**src/rtl/seq_checker_pkg.sv**
```systemverilog
// Shared types and default parameters for the count-stream sequence checker.
package seq_checker_pkg;

  // Checker phases: find a base value, follow the stream, stall once after an error
  typedef enum logic [1:0] {
    HUNT   = 2'd0,
    CHECK  = 2'd1,
    RESYNC = 2'd2
  } state_t;

  localparam int DEF_WIDTH  = 8;
  localparam int DEF_ERR_W  = 16;
  localparam int DEF_LOCK_N = 4;

  // Width of the run-length counter; wide enough for any LOCK_N in 1..255
  localparam int MATCH_W = 8;

endpackage

```
**src/rtl/sat_counter.sv**
```systemverilog
// Saturating up-counter with synchronous clear.
// clr and inc together restart the count at 1, so a new run can begin
// with its first event counted in the same cycle.
module sat_counter
  import seq_checker_pkg::*;
#(
  parameter int               WIDTH = 8,
  parameter logic [WIDTH-1:0] LIMIT = '1
) (
  input  logic             clock,
  input  logic             rst_n,
  input  logic             inc,
  input  logic             clr,
  output logic [WIDTH-1:0] count
);

  localparam logic [WIDTH-1:0] ONE = WIDTH'(1);

  // Count events, holding at LIMIT; clear (or restart) wins over a plain increment
  always_ff @(posedge clock or negedge rst_n) begin
    if (!rst_n) begin
      count <= '0;
    end else if (clr) begin
      count <= inc ? ONE : '0;
    end else if (inc && (count < LIMIT)) begin
      count <= count + ONE;
    end
  end

endmodule

```
**config.mk**
```make
export PLATFORM = sky130hd
export DESIGN_NAME = sat_counter
export DESIGN_NICKNAME = d
export VERILOG_FILES = /design/src/rtl/seq_checker_pkg.sv /design/src/rtl/sat_counter.sv
export SDC_FILE = /design/constraint.sdc
export NUM_CORES = 1
export LEC_CHECK = 0
export BUFFER_PORTS_ARGS = -buffer_cell sky130_fd_sc_hd__buf_4
export CAP_MARGIN = 20
export CORE_AREA = 2 2 39 41
export CTS_BUF_LIST = sky130_fd_sc_hd__clkbuf_8 sky130_fd_sc_hd__clkbuf_16
export CTS_CLUSTER_SIZE = 28
export DETAILED_ROUTE_END_ITERATION = 6
export DIE_AREA = 0 0 41 43
export GPL_TIMING_DRIVEN = 0
export PLACE_DENSITY = 0.63
export SYNTH_ARGS = -nofsm -noshare
export SYNTH_HDL_FRONTEND = slang
export SYNTH_SLANG_ARGS = --single-unit
```
**constraint.sdc**
```tcl
create_clock -name clock -period 1.4 [get_ports clock]
set_clock_uncertainty 0.15 [all_clocks]
set_input_delay 0 -clock clock [delete_from_list [all_inputs] [get_ports clock]]
set_output_delay 0 -clock clock [all_outputs]
set_load 0.05 [all_outputs]
```
==> impl_metrics.env, run 1 <==
export IMPL_ys_seq_area_share_pct=42.3
export IMPL_met1_usage_pct=19.4
export IMPL_maxSlewHeadroom_pct=72.3
export IMPL_ys_ff_latch=8
export IMPL_r2r_start="count[0]"
export IMPL_routabilityCongestion=0.673
export IMPL_grt_use_met2_pct=23.4
export IMPL_tns_ns=-0.0310
export IMPL_n_antenna_cell=0
export IMPL_syn_area_um2=473
export IMPL_cts_tree="built"
export IMPL_via_per_inst=5.29
export IMPL_dieArea_um2=1760
export IMPL_top_usage_layer="met2"
export IMPL_final_setup_viol_count=3
export IMPL_setup_slack_ns=-0.0262
export IMPL_num_vias=450
export IMPL_hold_path_class="primary input to flip-flop"
export IMPL_wl_per_cell_um=13.4
export IMPL_cts_buffer_depth=2
export IMPL_layout_common_cells="15 x buf_4, 8 x dfrtp_2, 4 x a21oi_1, 4 x nand2b_1, 4 x dlygate4sd3_1"
export IMPL_fp_row_count=14
export IMPL_maxSlewViolCount=0
export IMPL_layout_min_cycle_time_ns=1.43
export IMPL_end_kind="flip-flop"
export IMPL_cts_sinks=8
export IMPL_io_pins=12
export IMPL_dp_slack_ns=-0.0957
export IMPL_synth_fp_nets=52
export IMPL_first_pass_iters=2
export IMPL_antenna_found_initial=0
export IMPL_worst_pin_slew_ns=0.416
export IMPL_place_hpwl_um=762
export IMPL_numCtsBuffers=3
export IMPL_startpoint="count[0]"
export IMPL_period_share_pct=102
export IMPL_ys_types=27
export IMPL_drc_errors=0
export IMPL_p_leak_nw=0.299
export IMPL_cp_arrival_ns=1.36
export IMPL_synth_area_per_cell_um2=10.1
export IMPL_drive_gt1_share_pct=53.6
export IMPL_clk_pin_slew_worst_paths_ns=0.04
export IMPL_final_nets=76
export IMPL_power_density_nw_per_um2=879
export IMPL_grt_pass1_wl_um=1860
export IMPL_coreArea_um2=1380
export IMPL_die_h_um=43
export IMPL_ant_nets=0
export IMPL_hold_viol_final=0
export IMPL_mostFrequentLayoutCell="buf_4"
export IMPL_peakVddDrop_mv=0.463
export IMPL_grt_pass1_vias=448
export IMPL_syn_inst=47
export IMPL_largest_reg_flops=8
export IMPL_max_freq_mhz=701
export IMPL_top_register="count"
export IMPL_drtIter0Drc=6
export IMPL_start_util_pct=34.2
export IMPL_rsz0062_at_grt="yes"
export IMPL_port_buffers=11
export IMPL_cp_required_ns=1.34
export IMPL_root_buffer="clkbuf_8"
export IMPL_die_x_um=41
export IMPL_grt_use_met3_pct=3.66
export IMPL_crit_type="flip-flop to flip-flop"
export IMPL_syn_to_final_growth_pct=59.3
export IMPL_clkLatencyLatePin_ns=0.22
export IMPL_grt_total_usage_pct=15.8
export IMPL_outcome="finished, violations left"
export IMPL_drv_cap=0
export IMPL_grt_max_degree=11
export IMPL_start_kind="flip-flop"
export IMPL_htree_levels=1
export IMPL_min_from="clr"
export IMPL_overflow=0
export IMPL_holdWs_ns=0.160
export IMPL_reg_top3="count (8)"
export IMPL_critPathMaxFanout=5
export IMPL_total_power_w=0.000662
export IMPL_routed_wl_um=1140
export IMPL_violations="setup timing"
export IMPL_yosysWarnings=0
[routing by layer]
| layer | routed length, um | share of wire [%] |
|---|---|---|
| met1 | 514 | 45 |
| met2 | 574 | 50 |
| met3 | 32 | 2.8 |
| met4 | 19 | 1.7 |
| met5 | 0 | 0 |
[logic make-up (layout without fill, tap and decap cells)]
logic type	Yosys count	count (layout)	share of synthesized area (%)
muxes	1	1	2.12
and+or+nand+nor	18	18	25.7
buffers and inverters	4	26	3.97
adders and majority gates	1	1	2.65
AOI/OAI and AO/OA	15	15	23.3
DFF	8	8	42.3
[worst max-delay path, stage by stage (launching register included)]
cell       delay, ns
dfrtp_2         0.43
ha_4            0.17
and3_4          0.19
a2111oi_4       0.27
nor3b_1         0.08
[path summary, 6_finish.rpt]
check                           end  slack, ns  cells past startpoint
max in group asynchronous  count[3]       0.19                      3
hold reg to reg            count[4]       0.45                      2
hold / removal             count[7]       0.16                      3
setup / recovery           count[5]      -0.03                      4
setup reg to reg           count[5]      -0.03                      4
min in group asynchronous  count[1]       0.61                      3
[cell usage after synthesis (all sizes together)]
library cell | instances | area (um^2)
dfrtp | 8 | 200
a21oi | 5 | 25.0
nand2b | 4 | 25.0
nand2 | 3 | 11.3
and3 | 2 | 12.5
inv | 2 | 7.51
nand4 | 2 | 18.8
o21ai | 2 | 10.0
or3 | 2 | 12.5
a2111oi | 1 | 15.0
a211o | 1 | 8.76
a211oi | 1 | 7.51
a21boi | 1 | 11.3
a311oi | 1 | 8.76
a41oi | 1 | 8.76
and4 | 1 | 11.3
and4bb | 1 | 12.5
buf | 1 | 7.51
clkbuf | 1 | 3.75
ha | 1 | 12.5
mux2i | 1 | 10.0
nand3 | 1 | 5.00
nor3 | 1 | 5.00
nor3b | 1 | 7.51
o211ai | 1 | 7.51
o31ai | 1 | 7.51
[repair_timing]
action,CTS,global route
hold endpoints to repair,11,0
buffers inserted,4,0
pin swaps,2,0
endpoints found under the setup margin,5,5
hold buffers,4,0
cloned,0,0
resized for setup,5,0
[where the power goes]
part | switching (W) | internal [W] | total, W | leakage, nW
clock network | 0.0000914 | 0.000186 | 0.000278 | 0.0216
logic | 0.0000707 | 0.0000593 | 0.000130 | 0.181
registers | 0.0000119 | 0.000242 | 0.000254 | 0.0961
total | 0.000174 | 0.000488 | 0.000662 | 0.299
[layout make-up]
type | count | area (um^2)
multi-input cells | 35 | 307
clock buffers | 3 | 41.3
plain buffers | 2 | 15.0
fillers | 124 | 631
inverters | 2 | 7.51
repair buffers | 19 | 153
well taps | 16 | 20.0
flip-flops and latches | 8 | 210
[per-stage QoR]
step / utilization, % / instance area (um^2) / instances
2_1_floorplan: - / 517 / 47
3_3_place_gp: 44.8 / 619 / 74
3_5_place_dp: 44.8 / 619 / 74
4_1_cts: 54.4 / 753 / 85
5_1_grt: 54.4 / 753 / 85
6_report: 54.4 / 753 / 85
Power figures use the tool's default switching activity.
==> run 2, diff against run 1 <==
--- a/config.mk
+++ b/config.mk
@@ -5,6 +5,7 @@
 export SDC_FILE = /design/constraint.sdc
 export NUM_CORES = 1
 export LEC_CHECK = 0
+export ABC_AREA = 1
 export BUFFER_PORTS_ARGS = -buffer_cell sky130_fd_sc_hd__buf_4
 export CAP_MARGIN = 20
 export CORE_AREA = 2 2 39 41
@@ -13,7 +14,7 @@
 export DETAILED_ROUTE_END_ITERATION = 6
 export DIE_AREA = 0 0 41 43
 export GPL_TIMING_DRIVEN = 0
-export PLACE_DENSITY = 0.63
+export PLACE_DENSITY = 0.67
 export SYNTH_ARGS = -nofsm -noshare
 export SYNTH_HDL_FRONTEND = slang
 export SYNTH_SLANG_ARGS = --single-unit
==> impl_metrics.env, run 2 <==
export IMPL_synth_compound_area_share_pct=6.75
export IMPL_hold_viol_final=0
export IMPL_syn_area_um2=519
export IMPL_outcome="completed"
export IMPL_root_buffer="clkbuf_8"
export IMPL_ys_seq_area_share_pct=38.6
export IMPL_dp_cells=96
export IMPL_hold_path_class="flip-flop to flip-flop"
export IMPL_drtIter0Drc=5
export IMPL_cpLargestDelayFamily="simple AND/OR/NAND/NOR gates"
export IMPL_synth_top_area_cell="dfrtp_1"
export IMPL_layout_min_cycle_time_ns=1.36
export IMPL_cts_tree="built"
export IMPL_period_share_pct=97.0
export IMPL_power_density_nw_per_um2=873
export IMPL_synth_edf_count=0
export IMPL_first_pass_iters=4
export IMPL_top_register="count"
export IMPL_synthFlopType="dfrtp_1"
export IMPL_cts_buffer_depth=2
export IMPL_final_nets=95
export IMPL_end_kind="flip-flop"
export IMPL_yosysWarnings=0
export IMPL_cp_required_ns=1.41
export IMPL_cp_cell_sequence="ha_4, nand2_4, nor2_4, nand2_4, nand2_8, nor2_2, nand2_1, nand2_1"
export IMPL_rsz0062_at_grt="yes"
export IMPL_layoutNonFillerInstCount=105
export IMPL_cp_num_cells=8
export IMPL_worst_pin_slew_ns=0.403
export IMPL_rrSetupSlack_ns=0.04
export IMPL_synthTopCellsByArea="dfrtp_1 39%, nand2_1 14%, nand3_1 9.6%"
export IMPL_synth_fp_nets=74
export IMPL_die_x_um=41
export IMPL_clkLatencyLatePin_ns=0.23
export IMPL_synthXorXnorAreaFrac_pct=1.69
export IMPL_via_per_inst=5.04
export IMPL_holdWs_ns=0.398
export IMPL_start_util_pct=37.5
export IMPL_swShare_pct=27.7
export IMPL_clk_pin_slew_worst_paths_ns=0.04
export IMPL_grt_pass1_vias=449
export IMPL_routabilityCongestion=0.773
export IMPL_drive_gt1_share_pct=37.1
export IMPL_port_buffers=11
export IMPL_start_kind="flip-flop"
export IMPL_final_setup_viol_count=0
export IMPL_synth_top_family_by_area="simple AND/OR/NAND/NOR gates"
export IMPL_reg2reg_to="count[1]"
export IMPL_wl_per_cell_um=11.1
export IMPL_p_seq_share_pct=38.8
export IMPL_peakVddDrop_mv=0.499
export IMPL_grt_total_usage_pct=15.9
export IMPL_total_power_w=0.000658
export IMPL_path_buf_inv=0
export IMPL_syn_inst=69
export IMPL_routed_wl_um=1170
export IMPL_numCtsBuffers=3
export IMPL_reg2reg_depth=8
export IMPL_p_int_w=0.000476
export IMPL_synth_most_common_cell="nand2_1"
export IMPL_largest_reg_flops=8
export IMPL_synthMuxAreaShare_pct=0
export IMPL_synth_top_area_share_pct=38.6
export IMPL_crit_path_max_incr_delay_ns=0.44
export IMPL_critPathMaxFanout=8
export IMPL_overflow=0
export IMPL_ys_types=18
export IMPL_r2r_start="count[0]"
export IMPL_cp_arrival_ns=1.37
export IMPL_max_freq_mhz=737
export IMPL_io_pins=12
export IMPL_antenna_found_initial=0
export IMPL_n_antenna_cell=0
export IMPL_layout_common_cells="18 x nand2_1, 12 x buf_4, 10 x nand3_1"
export IMPL_coreArea_um2=1380
export IMPL_synth_area_per_cell_um2=7.53
export IMPL_synthTopCellsByCount="19 x nand2_1, 10 x nand3_1, 8 x dfrtp_1, 8 x inv_1, 6 x nor2_1"
export IMPL_startpoint="count[0]"
export IMPL_ys_ff_latch=8
export IMPL_switchingPower_w=0.000182
export IMPL_p_clk_share_pct=43.9
export IMPL_die_h_um=43
export IMPL_drv_cap=0
export IMPL_maxSlewViolCount=0
export IMPL_dieArea_um2=1760
export IMPL_p_leak_nw=0.394
export IMPL_mostFrequentLayoutCell="nand2_1"
export IMPL_cts_sinks=8
export IMPL_async_reset_ff_share_pct=100
export IMPL_place_hpwl_um=811
export IMPL_p_comb_share_pct=17.2
export IMPL_crit_type="flip-flop to flip-flop"
export IMPL_drc_errors=0
export IMPL_num_vias=529
export IMPL_reg_top3="count (8)"
export IMPL_htree_levels=1
export IMPL_syn_to_final_growth_pct=45.1
export IMPL_synthAdderAreaFrac_pct=2.41
export IMPL_fp_row_count=14
export IMPL_grt_max_degree=11
export IMPL_cp_endpoint="count[1]"
export IMPL_maxSlewHeadroom_pct=73.1
export IMPL_synthSimpleGateAreaFrac_pct=44.1
export IMPL_ant_nets=0
export IMPL_cp_slowest_cell="dfrtp_2"
export IMPL_grt_pass1_wl_um=1870
==> run 2: area by class of cell <==
type / count / area (um^2)
Clock buffer: 3 / 41.3
Clock inverter: 1 / 3.75
Fill cell: 127 / 631
Inverter: 9 / 33.8
Multi-Input combinational cell: 52 / 315
Sequential cell: 8 / 209
Tap cell: 16 / 20.0
Timing Repair Buffer: 16 / 130
==> run 2: worst min-delay path, stage by stage (launching register included) <==
cell	delay (ns)
dfrtp_2	0.38
nand3_1	0.08
nand2_1	0.06
==> run 2: what timing repair did <==
item,4_1_cts,5_1_grt
resized for setup,0,1
setup endpoints to repair,0,8
endpoints found under the hold margin,14,0
hold buffers,4,0
setup buffers,0,1
==> run 2: metal layers <==
metal / up-vias / part of all wire [%] / global-route usage [%]
li1: 262 / - / -
met1: 249 / 47 / 22.3
met2: 16 / 47 / 21.6
met3: 2 / 4.6 / 3.14
met4: 0 / 1.0 / 10.0
met5: - / 0 / 0
==> run 2: worst min path at each step <==
stage	startpoint	to	depth (start not counted)
after floorplan	rst_n	count[0]	0
after global placement	rst_n	count[7]	1
after detailed placement	rst_n	count[7]	1
after CTS	count[6]	count[6]	2
after global routing	count[6]	count[6]	2
final	count[6]	count[6]	2
==> run 2: power groups by stage <==
| stage | clock network (W) | logic, W | registers, W |
|---|---|---|---|
| 2_1_floorplan | 0 | 0.0000356 | 0.000287 |
| 3_3_place_gp | 0 | 0.000102 | 0.000258 |
| 3_5_place_dp | 0 | 0.000104 | 0.000259 |
| 4_1_cts | 0.000297 | 0.000113 | 0.000256 |
| 5_1_grt | 0.000315 | 0.000123 | 0.000257 |
| 6_report | 0.000289 | 0.000113 | 0.000256 |
==> run 2: logic make-up after synthesis <==
kind of cell	after synthesis
xor+xnor	1
fa+ha+maj	1
simple gates	45
buf+inv	9
compound gates	5
flops	8
==> run 2: metrics by stage <==
| step | area [um^2] | setup slack [ns] | setup TNS [ns] | utilization (%) |
|---|---|---|---|---|
| 6_report | 753 | 0.0423 | 0 | 54.4 |
| 5_1_grt | 753 | -0.0201 | -0.0438 | 54.4 |
| 4_1_cts | 746 | 0.00785 | 0 | 53.9 |
| 3_5_place_dp | 661 | 0.0134 | 0 | 47.7 |
| 3_3_place_gp | 661 | 0.0188 | 0 | 47.7 |
| 2_1_floorplan | 558 | -0.121 | -0.713 | - |
==> run 3, diff against run 2 <==
--- a/config.mk
+++ b/config.mk
@@ -14,7 +14,7 @@
 export DETAILED_ROUTE_END_ITERATION = 6
 export DIE_AREA = 0 0 41 43
 export GPL_TIMING_DRIVEN = 0
-export PLACE_DENSITY = 0.67
+export PLACE_DENSITY = 0.7
 export SYNTH_ARGS = -nofsm -noshare
 export SYNTH_HDL_FRONTEND = slang
 export SYNTH_SLANG_ARGS = --single-unit
==> impl_metrics.env, run 3 (same netlist as run 2, synthesis figures left out) <==
export IMPL_cp_required_ns=1.37
export IMPL_start_util_pct=37.5
export IMPL_holdWs_ns=0.399
export IMPL_crit_path_max_incr_delay_ns=0.41
export IMPL_utilization_pct=56.4
export IMPL_topRoutingLayerUsed="met3"
export IMPL_top_register="count"
export IMPL_layout_min_cycle_time_ns=1.36
export IMPL_max_freq_mhz=734
export IMPL_worst_hold_path_endpoint="count[6]"
export IMPL_first_pass_iters=4
export IMPL_cp_slowest_cell="dfrtp_2"
export IMPL_reg_top3="count (8)"
export IMPL_drtIter0Drc=7
export IMPL_grt_max_degree=11
export IMPL_rrSetupSlack_ns=0.04
export IMPL_wl_met3_um=65
export IMPL_hold_viol_final=0
export IMPL_min_from="count[6]"
export IMPL_cp_arrival_ns=1.33
export IMPL_r2r_start="count[0]"
export IMPL_outcome="completed"
export IMPL_peakVddDrop_mv=0.422
export IMPL_maxSlewHeadroom_pct=74.1
export IMPL_reg2reg_to="count[3]"
export IMPL_cts_tree="built"
export IMPL_startpoint="count[0]"
export IMPL_min_path_cells=2
export IMPL_antenna_found_initial=0
export IMPL_dp_cells=96
export IMPL_numCtsBuffers=3
export IMPL_hold_path_class="flip-flop to flip-flop"
export IMPL_htree_levels=1
export IMPL_grt_pass1_vias=432
export IMPL_crit_type="flip-flop to flip-flop"
export IMPL_drc_errors=0
export IMPL_n_antenna_cell=0
export IMPL_power_density_nw_per_um2=855
export IMPL_start_kind="flip-flop"
export IMPL_num_vias=518
export IMPL_ant_nets=0
export IMPL_die_x_um=41
export IMPL_cts_sinks=8
export IMPL_grt_pass1_wl_um=1790
export IMPL_drive_gt1_share_pct=40.7
export IMPL_critPathMaxFanout=8
export IMPL_syn_to_final_growth_pct=50.4
export IMPL_dieArea_um2=1760
export IMPL_maxSlewViolCount=0
export IMPL_cp_cell_sequence="ha_4, nand2_4, nor2_4, nand2_4, nand2_8, nand2_4, nand2_2, nand2_1"
export IMPL_mostFrequentLayoutCell="nand2_1"
export IMPL_worst_pin_slew_ns=0.388
export IMPL_rsz0062_at_grt="yes"
export IMPL_via_per_inst=4.84
export IMPL_wl_per_cell_um=11.5
export IMPL_wl_met1_um=536
export IMPL_drv_cap=0
export IMPL_grt_total_usage_pct=15.4
export IMPL_place_hpwl_um=816
export IMPL_io_pins=12
export IMPL_port_buffers=11
export IMPL_layoutNonFillerInstCount=107
export IMPL_clk_pin_slew_worst_paths_ns=0.05
export IMPL_clkLatencyLatePin_ns=0.23
export IMPL_overflow=0
export IMPL_largest_reg_flops=8
export IMPL_cts_buffer_depth=2
export IMPL_wl_met2_um=630
export IMPL_die_h_um=43
export IMPL_routed_wl_um=1230
export IMPL_final_nets=97
export IMPL_coreArea_um2=1380
export IMPL_period_share_pct=97.4
export IMPL_fp_row_count=14
export IMPL_crit_top_cell="nand2_4"
export IMPL_p_leak_nw=0.406
export IMPL_end_kind="flip-flop"
export IMPL_root_buffer="clkbuf_8"
export IMPL_layout_common_cells="17 x nand2_1, 14 x buf_4, 9 x inv_1, 9 x nand3_1, 7 x dfrtp_2"
export IMPL_final_setup_viol_count=0
export IMPL_routabilityCongestion=0.768
export IMPL_reg2reg_depth=8
run 3: changes by cell type in the layout (fill, tap and decap cells not counted), sizes merged:
cell / before / now
buf: 12 / 14
run 3: worst max-delay path: cells and delay by family, from the launching register on:
kind	cells	cell delay, ns
fa+ha+maj	1	0.16
flops	1	0.41
simple gates	7	0.54
run 3: what timing repair did:
action	4_1_cts	5_1_grt
buffers inserted	0	3
endpoints found under the hold margin	14	0
pin swaps	0	7
hold buffers	4	0
endpoints found under the setup margin	2	8
gates resized for setup	1	3
run 3: where the power goes:
group | internal (W) | switching [W]
Combinational | 0.0000510 | 0.0000753
Clock | 0.000190 | 0.0000965
Sequential | 0.000242 | 0.0000127
Total | 0.000483 | 0.000185
run 3: worst max-delay path by stage:
stage | endpoint | slack, ns | depth (start not counted)
floorplan | count[3] | -0.12 | 8
global placement | count[7] | -0.02 | 6
detailed placement | count[0] | -0.03 | 6
CTS | count[3] | 0.008 | 8
global route | count[6] | -0.04 | 8
finish | count[3] | 0.04 | 8
run 3: metal layers:
metal / global-route usage (%) / vias up
li1: - / 265
met1: 20.3 / 235
met2: 21.9 / 18
met3: 3.14 / 0
met4: 10.0 / 0
met5: 0 / -
run 3: per-stage QoR:
step           total power [W]  area (um^2)  setup WS, ns  setup TNS (ns)
5_1_grt               0.000701          781       -0.0396          -0.137
6_report              0.000668          781        0.0371               0
4_1_cts               0.000660          746       0.00761               0
3_5_place_dp          0.000361          661       -0.0276         -0.0482
3_3_place_gp          0.000359          661       -0.0163         -0.0188
2_1_floorplan         0.000322          558        -0.121          -0.713
run 3: area by class of cell:
class,instances,area [um^2]
Tap cell,16,20.0
Timing Repair Buffer,18,145
Sequential cell,8,209
Multi-Input combinational cell,52,328
Clock buffer,3,41.3
Clock inverter,1,3.75
Inverter,9,33.8
Fill cell,122,603
